`src/rtl/alu_share_arbiter.sv`:
```
// Round-robin arbiter sharing one add/multiply ALU between two requesters.
// Each transaction moves through IDLE -> ISSUE -> (WAIT) -> RESP -> IDLE.
// The response carries the result and the id of the requester that issued it.
module alu_share_arbiter #(
    parameter int unsigned WIDTH       = 8,
    parameter int unsigned ALU_LATENCY = 0
) (
    input  logic             clk,
    input  logic             reset,

    input  logic             req0_valid,
    output logic             req0_ready,
    input  logic             req0_op,
    input  logic [WIDTH-1:0] req0_a,
    input  logic [WIDTH-1:0] req0_b,

    input  logic             req1_valid,
    output logic             req1_ready,
    input  logic             req1_op,
    input  logic [WIDTH-1:0] req1_a,
    input  logic [WIDTH-1:0] req1_b,

    output logic [WIDTH-1:0] alu_a,
    output logic [WIDTH-1:0] alu_b,
    output logic             alu_op,
    output logic             alu_start,
    input  logic [WIDTH-1:0] alu_result,

    output logic             resp_valid,
    input  logic             resp_ready,
    output logic             resp_id,
    output logic [WIDTH-1:0] resp_data,

    output logic             busy
);

    localparam int unsigned CNT_W = 3;

    typedef enum logic [1:0] {
        S_IDLE  = 2'd0,
        S_ISSUE = 2'd1,
        S_WAIT  = 2'd2,
        S_RESP  = 2'd3
    } state_t;

    state_t             state_q, state_d;
    logic               last_grant_q, last_grant_d;
    logic               op_q, op_d;
    logic [WIDTH-1:0]   a_q, a_d;
    logic [WIDTH-1:0]   b_q, b_d;
    logic               id_q, id_d;
    logic [WIDTH-1:0]   data_q, data_d;
    logic [CNT_W-1:0]   cnt_q, cnt_d;

    logic               gnt0_c;
    logic               gnt1_c;

    // Round-robin choice: a lone requester wins, a tie goes to the one not served last.
    always_comb begin
        gnt0_c = req0_valid && (!req1_valid || last_grant_q);
        gnt1_c = req1_valid && (!req0_valid || !last_grant_q);
    end

    // State and captured-transaction registers; reset discards any in-flight work.
    always_ff @(posedge clk or posedge reset) begin
        if (reset) begin
            state_q      <= S_IDLE;
            last_grant_q <= 1'b1;
            op_q         <= 1'b0;
            a_q          <= '0;
            b_q          <= '0;
            id_q         <= 1'b0;
            data_q       <= '0;
            cnt_q        <= '0;
        end else begin
            state_q      <= state_d;
            last_grant_q <= last_grant_d;
            op_q         <= op_d;
            a_q          <= a_d;
            b_q          <= b_d;
            id_q         <= id_d;
            data_q       <= data_d;
            cnt_q        <= cnt_d;
        end
    end

    // Next-state logic, transaction capture and the combinational ready handshake.
    always_comb begin
        state_d      = state_q;
        last_grant_d = last_grant_q;
        op_d         = op_q;
        a_d          = a_q;
        b_d          = b_q;
        id_d         = id_q;
        data_d       = data_q;
        cnt_d        = cnt_q;
        req0_ready   = 1'b0;
        req1_ready   = 1'b0;

        case (state_q)
            S_IDLE: begin
                // Ready is masked during reset so no handshake appears while held.
                req0_ready = gnt0_c && !reset;
                req1_ready = gnt1_c && !reset;
                if (gnt0_c) begin
                    op_d         = req0_op;
                    a_d          = req0_a;
                    b_d          = req0_b;
                    id_d         = 1'b0;
                    last_grant_d = 1'b0;
                    state_d      = S_ISSUE;
                end else if (gnt1_c) begin
                    op_d         = req1_op;
                    a_d          = req1_a;
                    b_d          = req1_b;
                    id_d         = 1'b1;
                    last_grant_d = 1'b1;
                    state_d      = S_ISSUE;
                end
            end
            S_ISSUE: begin
                if (ALU_LATENCY == 0) begin
                    data_d  = alu_result;
                    state_d = S_RESP;
                end else begin
                    cnt_d   = CNT_W'(ALU_LATENCY);
                    state_d = S_WAIT;
                end
            end
            S_WAIT: begin
                cnt_d = cnt_q - CNT_W'(1);
                if (cnt_q == CNT_W'(1)) begin
                    data_d  = alu_result;
                    state_d = S_RESP;
                end
            end
            S_RESP: begin
                if (resp_ready) begin
                    state_d = S_IDLE;
                end
            end
            default: begin
                state_d = S_IDLE;
            end
        endcase
    end

    // Outputs decode directly from registered state; operands hold their last issued values.
    always_comb begin
        alu_a      = a_q;
        alu_b      = b_q;
        alu_op     = op_q;
        alu_start  = (state_q == S_ISSUE);
        resp_valid = (state_q == S_RESP);
        resp_id    = id_q;
        resp_data  = data_q;
        busy       = (state_q != S_IDLE);
    end

endmodule
```
`config.mk`:
```
export PLATFORM = sky130hd
export DESIGN_NAME = alu_share_arbiter
export DESIGN_NICKNAME = d
export VERILOG_FILES = /design/src/rtl/alu_share_arbiter.sv
export SDC_FILE = /design/constraint.sdc
export NUM_CORES = 1
export LEC_CHECK = 0
export ABC_AREA = 1
export CAP_MARGIN = 20
export CORE_UTILIZATION = 45
export CTS_CLUSTER_DIAMETER = 200
export DETAILED_ROUTE_END_ITERATION = 16
export PLACE_DENSITY_LB_ADDON = 0.12
export SYNTH_ARGS = -nofsm -noshare
export SYNTH_HDL_FRONTEND = slang
export SYNTH_SLANG_ARGS = --single-unit
```
`constraint.sdc`:
```
create_clock -name clk -period 4.5 [get_ports clk]
set_clock_uncertainty 0.15 [all_clocks]
set_input_delay 0.675 -clock clk [delete_from_list [all_inputs] [get_ports clk]]
set_output_delay 0.675 -clock clk [all_outputs]
set_load 0.05 [all_outputs]
```
Word level (Yosys, flattened, before mapping)
Cells that the tools add are included.
{ "word_totals": {"out_inout_bits": 31, "ramBits": 0, "latch_bits": 0, "memories": 0, "ff_bits": 32, "rom_bits": 0} }
{ "classes": {"bitwise_logic": 0, "n_mux": 17, "eq_ne": 7, "order_cmp": 0, "reduce_logical": 17, "shift": 0, "mul": 0, "div": 0, "n_addsub": 1} }
{ "op_table": {"columns": ["cell", "count"], "rows": [
  ["two-way mux 8 bit", 5],
  ["case mux 8 bit (2 select lines)", 1],
  ["two-way mux 2 bit", 4],
  ["case mux 2 bit (4 select lines)", 1],
  ["two-way mux 1 bit", 6],
  ["nonzero test 2 bit", 3],
  ["== test 2 bit (second input constant)", 2],
  ["logical AND 1 bit", 4],
  ["logical NOT 1 bit", 4],
  ["AND reduction 2 bit", 2],
  ["== test 3 x 1 -> 1 bit (second input constant)", 1],
  ["inequality test 3 bit (second input constant)", 1],
  ["AND reduction 3 bit", 1],
  ["subtractor 3 x 1 -> 3 bit (second input constant)", 1],
  ["== test 2 x 1 -> 1 bit (second input constant)", 1],
  ["logical NOT 2 bit", 1],
  ["logical OR 1 bit", 2],
  ["inequality test 2 x 1 -> 1 bit (second input constant)", 1],
  ["inequality test 2 bit (second input constant)", 1]
]} }

Logic depth before layout (Yosys ltp)
Gate-level depths: netlist of the first run.
{ "logic_depth": {"depth_word": 6, "ltp_mapped": 8, "depth_no_buf": 7} }

Worst setup path after synthesis of the first run
No wires, ideal clock.
{ "synth_timing": {"path_type": "input to output", "startpoint": "input port req1_valid", "endpoint": "output port req0_ready", "path_buffers": 1, "t_arrival_ns": 2.093, "t_required_ns": 3.675, "path_stages": 4, "path_slack_ns": 1.582, "cell_sequence": "nand2_2 -> nand2_4 -> buf_6 -> nor3_1"} }
{ "synth_via": {"elab_chain_cells": 5} }
{ "synth_lines": {"columns": ["element", "line", "rtl"], "rows": [
  ["from (decl)", "17", "input logic req1_valid,"],
  ["logical NOT 1 bit", "60", "gnt0_c = req0_valid && (!req1_valid || last_grant_q);"],
  ["logical OR 1 bit", "60", null],
  ["logical AND 1 bit", "60", null],
  ["logical AND 1 bit", "103", "req0_ready = gnt0_c && !reset;"],
  ["two-way mux 1 bit", "100", "case (state_q)"],
  ["to (decl)", "12", "output logic req0_ready,"]
]} }
Every way passes these cells.

Worst setup path in the final report of the first run
{ "layout_timing": {"startpoint": "input port req1_valid", "endpoint": "output port req1_ready"} }
{ "layout_via": {"elab_chain_cells": 3} }
{ "layout_lines": {"columns": ["element", "line", "rtl"], "rows": [
  ["logical AND 1 bit", "61", "gnt1_c = req1_valid && (!req0_valid || !last_grant_q);"],
  ["logical AND 1 bit", "104", "req1_ready = gnt1_c && !reset;"],
  ["two-way mux 1 bit", "100", null],
  ["to (decl)", "18", "output logic req1_ready,"]
]} }
Every way passes these cells.

==> qor.txt, run 1 <==
row count = 22
Fill cells = 303
CTS tree = built
largest net degree at the start of global routing = 23
routability congestion estimate = 0.779
Least-Margin Pin Slew = 0.849 ns
crit path DAT = 2.80 ns
clock root cell = clkbuf_8
CTS buffer count = 5
ratio of cells with drive above 1 in the final layout = 0.0577
total global routing overflow = 0
fin crit share = 0.805
global-route usage over all layers = 0.220
launch point of the critical path = req1_valid
placed cell area = 2540 um2
Initial Util = 0.475
setup TNS = 0 ns
full die area = 4150 um2
Sink Count = 32
die width = 64.4 um
DP Wirelength = 3080 um
Synth Flop Type = dfrtp_1
footprint of the multi-input gates = 712 um2
synthesized instance count = 231
DRT Pass-1 Iters = 4
Core Area = 3690 um2
Synth top area share = 0.443
area leader, netlist = dfrtp_1
initial antenna violation count = 0
Yosys warning total = 0
sequential cell area = 802 um2
Net Count, Synth = 285
LEAKAGE = 1.40 nW
leading cell types by count after synthesis = 81 x nand2_1, 46 x inv_1, 43 x nand3_1
min-delay src = alu_b[5]
io pins = 78
clk slew on worst S/H paths = 0.07 ns
Switching Fraction = 0.497
Hold Slack = 0.327 ns
crit path max fanout = 19
# hold bufs at CTS = 0
Port Buffers = 77
DR vias = 1705
Routed WL = 4080 um
asr flop ratio synth = 1.00
Final Max Tran Viols = 0
Post-Synthesis Cell Area = 1750 um2
final hold violation count = 0
vias in the first global route = 1612
number of library cell types mapped by synthesis = 19
final total power = 2.01 mW
routed len/inst = 11.3 um
PwrDens = 759 nW/um2
minimum clock period = 3.62 ns
Clock power frac = 0.133
Max Cap Violations = 0
Slew HR = 0.433
Internal Power = 1.01 mW
outcome = finished, final reports clean
Crit. End Element = output pin
Residual DRC = 0
Final Cell Area = 2650 um2
Sequential Power Share = 0.261
EDFF count, synth = 0
syn_area_per_cell = 7.59 um2
synthesized flop and latch total = 32
n_diodes = 0
CTS Buffer Depth = 2
vias per cell = 4.74
Final ANT Viol Nets = 0
Net Sw Power = 1.00 mW
final setup violation count = 0
startpoint types = primary input
worst r2r src = state_q[0]
Max VDD drop = 372 uV
CP Data Required Time = 3.67 ns
worst min path class = reg -> reg
sequential area share after synthesis = 0.458
crit path kind = in -> out
1st-iter DRT viols = 81
clock latency on the worst-skew pair = 0.28 ns
H-tree depth = 2
die height = 64.4 um
post_cts resized = 0
Post-CTS Setup Repair Bufs = 0
top cells by area, synth = dfrtp_1 44%, nand2_1 17%, nand3_1 12%
unrepaired setup endpoints after global routing = false
Area growth syn-to-layout = 51.2%
fmax = 0.276 GHz
most frequent cell after synthesis = nand2_1
global-route wire length before repair = 7030 um
Logic pwr share = 0.606
Nets = 365
## kinds of logic (layout without fill, tap and decap cells)
group	after synthesis	count (layout)	synth area share
adders and majority gates	7	7	0.0500
and+or+nand+nor	134	134	0.340
buffers and inverters	54	135	0.136
AOI/OAI and AO/OA	2	2	0.00571
DFF	32	32	0.458
xor gates and xnor gates	2	2	0.00999
## layout make-up
| cell class | count | share of cell area |
|---|---|---|
| tap | 48 | 0.0227 |
| timing repair buffer | 80 | 0.299 |
| clock inverter | 2 | 0.0132 |
| clock buffer | 6 | 0.0274 |
| inverter | 47 | 0.0665 |
| multi-input combinational | 145 | 0.269 |
| sequential | 32 | 0.303 |
## worst paths after layout
check,end,slack [ns],cells past startpoint
max,req1_ready,0.88,6
max in group asynchronous,alu_b[1],2.74,3
min in group asynchronous,resp_data[4],0.79,2
min reg2reg,alu_b[5],0.33,2
max reg2reg,resp_id,2.74,8
min,alu_b[5],0.33,2
## cell usage in the layout, fill, tap and decap left out, drive strengths merged
cell type / Yosys / layout
buf: 7 / 3
clkinv: 0 / 1
xor2: 2 / 2
dfstp: 1 / 1
nand2: 84 / 84
nor2: 3 / 3
dfrtp: 31 / 31
nand3: 44 / 44
ha: 7 / 7
clkbuf: 0 / 6
nand4: 2 / 2
bufinv: 0 / 1
nor3: 1 / 1
clkdlybuf4s50: 0 / 77
o21ai: 2 / 2
inv: 47 / 47
## worst max-delay path, cell delays in order
cell and delay [ns]:
clkdlybuf4s50_1 0.54, nand2_2 0.24, nand2_4 0.27, nand2_1 0.15
nor2_1 0.10, clkdlybuf4s50_1 0.81
## power groups by stage
stage / clock network (mW) / logic [mW] / registers (mW)
after floorplan: 0 / 0.445 / 0.928
after global routing: 0.287 / 1.32 / 0.546
after global placement: 0 / 1.21 / 0.524
final: 0.267 / 1.22 / 0.525
after CTS: 0.274 / 1.23 / 0.526
after detailed placement: 0 / 1.22 / 0.530
## layer usage
layer,share of wire,GRT usage,routed length [um]
met2,0.47,0.355,1930
met3,0.059,0.0458,241
met1,0.46,0.291,1860
met4,0.014,0.0833,57
met5,0,0,0
## sequential cells by signal, indices dropped and copies added (netlist names)
| name | cells |
|---|---|
| alu_a | 8 |
| alu_b | 8 |
| resp_data | 8 |
| cnt_q | 3 |
| state_q | 2 |
| alu_op | 1 |
| last_grant_q | 1 |
| resp_id | 1 |
## metrics by stage
stage / util / cells / setup slack [ns]
2_1_floorplan: - / 231 / 1.58
3_3_place_gp: 0.690 / 352 / 0.936
3_5_place_dp: 0.690 / 352 / 0.900
4_1_cts: 0.719 / 360 / 0.886
5_1_grt: 0.719 / 360 / 0.731
6_report: 0.719 / 360 / 0.879
No activity file was read; power rests on OpenSTA's default activity.
==> run 2, diff against run 1 <==
--- a/config.mk
+++ b/config.mk
@@ -7,7 +7,7 @@
 export LEC_CHECK = 0
 export ABC_AREA = 1
 export CAP_MARGIN = 20
-export CORE_UTILIZATION = 45
+export CORE_UTILIZATION = 38
 export CTS_CLUSTER_DIAMETER = 200
 export DETAILED_ROUTE_END_ITERATION = 16
 export PLACE_DENSITY_LB_ADDON = 0.12
==> constraint.sdc (replaced) <==
create_clock -name clk -period 3.1 [get_ports clk]
set_clock_uncertainty 0.15 [all_clocks]
set_input_delay 0.465 -clock clk [delete_from_list [all_inputs] [get_ports clk]]
set_output_delay 0.465 -clock clk [all_outputs]
set_load 0.05 [all_outputs]
==> run 2 against run 1 <==
Net effect: worst hold slack worse by 0.023 ns; count of clock-buffer cells in the layout is 1 higher; clock power is 15% higher; cell count is 1.4% higher; combinational power is 47% higher; routed wire length is 2.7% higher; register-to-register slack worse by 1.4 ns; power is 42% higher; critical path type is now reg -> out; largest cell class is now buffers; largest power group unchanged; highest routed layer unchanged.
==> qor.txt, run 2 (same netlist as run 1, synthesis figures left out) <==
1st-iter DRT viols = 70 (was 81)
ratio of cells with drive above 1 in the final layout = 0.0639 (was 0.0577)
routability congestion estimate = 0.701 (was 0.779)
clock root cell = clkbuf_8 (unchanged)
crit path DAT = 2.00 ns (was 2.80 ns)
final hold violation count = 0 (unchanged)
CP Data Required Time = 2.48 ns (was 3.67 ns)
Least-Margin Pin Slew = 0.526 ns (was 0.849 ns)
H-tree depth = 2 (unchanged)
crit path kind = reg -> out (was in -> out)
DP Wirelength = 3180 um (was 3080 um)
unrepaired setup endpoints after global routing = false (unchanged)
Routed WL = 4190 um (was 4080 um)
fmax = 0.383 GHz
setup TNS = 0 ns (unchanged)
commonest cells after routing, fill and taps aside = 81 x nand2_1, 75 x clkdlybuf4s50_1, 46 x inv_1, 43 x nand3_1, 31 x dfrtp_1 (was 81 x nand2_1, 77 x clkdlybuf4s50_1, 46 x inv_1, 43 x nand3_1, 31 x dfrtp_1)
CTS buffer count = 5 (unchanged)
final total power = 2.86 mW (was 2.01 mW)
routed len/inst = 11.5 um (was 11.3 um)
vias per cell = 4.53 (was 4.74)
global-route usage over all layers = 0.193 (was 0.220)
initial antenna violation count = 0 (unchanged)
largest net degree at the start of global routing = 29 (was 23)
Max VDD drop = 395 uV (was 372 uV)
Final Max Tran Viols = 0 (unchanged)
startpoint types = flip-flop (was primary input)
clock latency on the worst-skew pair = 0.28 ns (about the same)
fin crit share = 0.843
worst min path class = in -> async (was reg -> reg)
Initial Util = 0.400 (was 0.475)
die width = 69.9 um (was 64.4 um)
Crit-path slowest cell = clkdlybuf4s50_1 (unchanged)
DR vias = 1655 (was 1705)
DRT Pass-1 Iters = 4 (unchanged)
CTS Buffer Depth = 2 (unchanged)
Crit. End Element = output pin (unchanged)
PwrDens = 1080 nW/um2 (was 759 nW/um2)
post_cts resized = 0 (unchanged)
Sink Count = 32 (unchanged)
Final ANT Viol Nets = 0 (unchanged)
outcome = finished, final reports clean (unchanged)
crit path max fanout = 5 (was 19)
io pins = 78 (unchanged)
CP cell instances = inv_1 > ha_1 > inv_1 > clkdlybuf4s50_1 (was clkdlybuf4s50_1 > nand2_2 > nand2_4 > nand2_1 > nor2_1 > clkdlybuf4s50_1)
full die area = 4890 um2 (was 4150 um2)
Nets = 366 (was 365)
Hold Slack = 0.304 ns (was 0.327 ns)
n_diodes = 0 (unchanged)
global-route wire length before repair = 7490 um (was 7030 um)
die height = 69.9 um (was 64.4 um)
final setup violation count = 0 (unchanged)
Slew HR = 0.648 (was 0.433)
vias in the first global route = 1714 (was 1612)
Port Buffers = 77 (unchanged)
Core Area = 4380 um2 (was 3690 um2)
Post-CTS Setup Repair Bufs = 0 (unchanged)
CTS tree = built (unchanged)
critical path's largest stage delay = 0.83 ns (was 0.81 ns)
commonest non-fill, non-tap cell in the layout = nand2_1 (unchanged)
LEAKAGE = 1.40 nW (about the same)
# hold bufs at CTS = 0 (unchanged)
Layout Utilization = 0.606 (was 0.719)
total global routing overflow = 0 (unchanged)
Residual DRC = 0 (unchanged)
Area growth syn-to-layout = 51.6% (was 51.2%)
minimum clock period = 2.61 ns
CP dominant cell by count = inv_1 (was clkdlybuf4s50_1)
Buffers & Inverters on Critical Path = 3 (was 2)
CP delay by family, top = buffers and inverters (unchanged)
Max Cap Violations = 0 (unchanged)
row count = 24 (was 22)
clk slew on worst S/H paths = 0.07 ns (about the same)
-- run 2: per-layer routing --
metal  global-route usage  wire length [um]
met5                    0                 0
met4               0.0667                40
met3               0.0462               275
met2                0.330              1990
met1                0.236              1890
-- run 2: worst register-to-register path, delay by kind of cell (launching register included) --
kind,cells,cell delay (ns)
buffers and inverters,4,0.71
flip-flops,1,0.43
AND/OR/NAND/NOR,3,0.23
adder cells (fa/ha/maj),1,0.22
-- run 2: final timing paths --
check / from / endpoint / slack [ns] / depth (start not counted)
min: reset / alu_a[5] / 0.30 / 2
min reg2reg: alu_b[0] / alu_b[0] / 0.33 / 2
max: state_q[0] / busy / 0.49 / 4
min in group clk: alu_b[0] / alu_b[0] / 0.33 / 2
max reg2reg: state_q[0] / alu_b[5] / 1.30 / 8
max in group asynchronous: reset / last_grant_q / 1.86 / 3
-- run 2: metrics by stage --
stage	std cells	setup WS [ns]	instance area (um2)
after detailed placement	357	0.600	2580
after CTS	365	0.472	2660
final	365	0.486	2660
after global routing	365	0.404	2660
after floorplan	231	0.433	1750
after global placement	357	0.660	2580
-- run 2: where the power goes --
| part | internal, mW | leakage [nW] | switching (mW) | total [mW] |
|---|---|---|---|---|
| Clock | 0.157 | 0.0422 | 0.149 | 0.306 |
| Combinational | 0.603 | 0.973 | 1.19 | 1.79 |
| Sequential | 0.639 | 0.386 | 0.123 | 0.763 |
-- run 2: cell type report --
class                   instances  area [um2]
clock buffers                   7        76.3
clock inverters                 1        5.00
fillers                       417        1730
inverters                      47         176
multi-input cells             145         712
flip-flops and latches         32         802
well taps                      52        65.1
repair buffers                 81         821
==> run 3, diff against run 2 <==
==> constraint.sdc (replaced) <==
create_clock -name clk -period 2.3 [get_ports clk]
set_clock_uncertainty 0.15 [all_clocks]
set_input_delay 0.345 -clock clk [delete_from_list [all_inputs] [get_ports clk]]
set_output_delay 0.345 -clock clk [all_outputs]
set_load 0.05 [all_outputs]
==> run 3 against run 2 <==
Net effect: count of clock-buffer cells in the layout stayed put; global-route usage is 0.95 points lower; routed wire length is 1.0% lower.
==> qor.txt, run 3 (same netlist as run 1, synthesis figures left out) <==
total global routing overflow = 0 (unchanged)
sequential cell area = 802 um2 (unchanged)
routed len/inst = 11.3 um (was 11.5 um)
final hold violation count = 0 (unchanged)
met3 GRT Util = 0.0447 (was 0.0462)
crit path DAT = 1.70 ns (was 2.00 ns)
Crit. End Element = output pin (unchanged)
Crit-path slowest cell = clkdlybuf4s50_1 (unchanged)
vias per cell = 4.50 (was 4.53)
Area growth syn-to-layout = 55.2% (was 51.6%)
post_cts resized = 0 (unchanged)
die width = 69.9 um (unchanged)
startpoint types = flip-flop (unchanged)
H-tree depth = 2 (unchanged)
clock latency on the worst-skew pair = 0.28 ns (about the same)
vias in the first global route = 1609 (was 1714)
crit path kind = reg -> out (unchanged)
Final Instance Count excl. Fillers = 367 (was 365)
fin crit share = 0.955
Final ANT Viol Nets = 0 (unchanged)
critical path's largest stage delay = 0.80 ns (was 0.83 ns)
Internal Power = 2.05 mW (was 1.40 mW)
Port Buffers = 77 (unchanged)
final total power = 4.03 mW (was 2.86 mW)
ratio of cells with drive above 1 in the final layout = 0.0889 (was 0.0639)
Clock power frac = 0.146 (was 0.107)
Switching Fraction = 0.490 (was 0.510)
Logic pwr share = 0.597 (was 0.626)
commonest cells after routing, fill and taps aside = 81 x nand2_1, 73 x clkdlybuf4s50_1, 46 x inv_1, 43 x nand3_1, 31 x dfrtp_1 (was 81 x nand2_1, 75 x clkdlybuf4s50_1, 46 x inv_1, 43 x nand3_1, 31 x dfrtp_1)
worst min path class = reg -> reg (was in -> async)
Buffers & Inverters on Critical Path = 1 (was 3)
initial antenna violation count = 0 (unchanged)
CP Data Required Time = 1.80 ns (was 2.48 ns)
DP Wirelength = 2970 um (was 3180 um)
Least-Margin Pin Slew = 0.516 ns (was 0.526 ns)
Cells after DPL = 359 (was 357)
Residual DRC = 0 (unchanged)
CTS tree = built (unchanged)
setup TNS = 0 ns (unchanged)
die height = 69.9 um (unchanged)
Final Max Tran Viols = 0 (unchanged)
CP delay by family, top = buffers and inverters (unchanged)
minimum clock period = 2.20 ns
full die area = 4890 um2 (unchanged)
DR vias = 1650 (was 1655)
crit path max fanout = 5 (unchanged)
Post-CTS Setup Repair Bufs = 0 (unchanged)
GR Layer Usage met1 = 0.239 (was 0.236)
Core Area = 4380 um2 (unchanged)
Nets = 368 (was 366)
CTS Buffer Depth = 2 (unchanged)
Slew HR = 0.655 (was 0.648)
PwrDens = 1480 nW/um2 (was 1080 nW/um2)
footprint of the multi-input gates = 719 um2 (was 712 um2)
unrepaired setup endpoints after global routing = false (unchanged)
Routed WL = 4150 um (was 4190 um)
Net Sw Power = 1.97 mW (was 1.46 mW)
commonest non-fill, non-tap cell in the layout = nand2_1 (unchanged)
setup slack, reg-to-reg = 0.48 ns (was 1.30 ns)
largest net degree at the start of global routing = 20 (was 29)
Layout Utilization = 0.620 (was 0.606)
Max VDD drop = 1110 uV (was 395 uV)
DRT Pass-1 Iters = 4 (unchanged)
CTS buffer count = 5 (unchanged)
outcome = finished, final reports clean (unchanged)
fmax = 0.455 GHz
Max Cap Violations = 0 (unchanged)
Initial Util = 0.400 (unchanged)
row count = 24 (unchanged)
n_diodes = 0 (unchanged)
routability congestion estimate = 0.748 (was 0.701)
clock root cell = clkbuf_8 (unchanged)
clk slew on worst S/H paths = 0.07 ns (about the same)
global-route usage over all layers = 0.183 (was 0.193)
Hold Slack = 0.328 ns (was 0.304 ns)
M2 GR Usage = 0.292 (was 0.330)
Fill cells = 412 (was 417)
io pins = 78 (unchanged)
1st-iter DRT viols = 87 (was 70)
CP cell instances = ha_1 > clkdlybuf4s50_1 (was inv_1 > ha_1 > inv_1 > clkdlybuf4s50_1)
LEAKAGE = 1.43 nW (was 1.40 nW)
# hold bufs at CTS = 0 (unchanged)
Sequential Power Share = 0.257 (was 0.267)
busiest grt layer = met2 (unchanged)
global-route wire length before repair = 7090 um (was 7490 um)
Sink Count = 32 (unchanged)
final setup violation count = 0 (unchanged)
run 3: cell count changes in the layout (fill, tap and decap cells not counted), sizes merged:
cell,before,now
clkdlybuf4s50,75,73
buf,6,10
bufinv,0,1
clkinv,1,0
run 3: cell type report:
| type | instances | area share |
|---|---|---|
| clock inverter | 1 | 0.0110 |
| clock buffer | 7 | 0.0354 |
| timing repair buffer | 83 | 0.305 |
| inverter | 47 | 0.0649 |
| tap | 52 | 0.0239 |
| multi-input combinational | 145 | 0.264 |
| sequential | 32 | 0.295 |
run 3: path summary, 6_finish.rpt:
kind                       depth (start not counted)       start           end
setup / recovery                                   2  state_q[0]    resp_valid
hold / removal                                     2     resp_id       resp_id
setup reg to reg                                   8  state_q[0]      alu_b[1]
hold reg to reg                                    2     resp_id       resp_id
max in group asynchronous                          3       reset  last_grant_q
min in group asynchronous                          3       reset      cnt_q[0]
run 3: metal layers:
layer,up-vias,share of wire
li1,863,-
met1,730,0.48
met2,50,0.44
met3,7,0.062
met4,0,0.016
met5,-,0
run 3: power groups by stage:
stage / sequential [mW] / combinational (mW) / clock [mW]
6_report: 1.03 / 2.41 / 0.590
5_1_grt: 1.08 / 2.60 / 0.627
4_1_cts: 1.04 / 2.44 / 0.603
3_5_place_dp: 1.04 / 2.43 / 0
3_3_place_gp: 1.04 / 2.40 / 0
2_1_floorplan: 1.82 / 0.874 / 0
run 3: tightest hold or removal path: stages (launching register included):
cell and delay, ns:
dfrtp_1 0.34, nand2_1 0.06, nand2_1 0.05
run 3: through the flow:
stage	worst slack, ns	cell area (um2)
after floorplan	0.0862	1760
after global placement	0.319	2590
after detailed placement	0.303	2590
after CTS	0.0824	2720
after global routing	0.0339	2720
final	0.103	2720
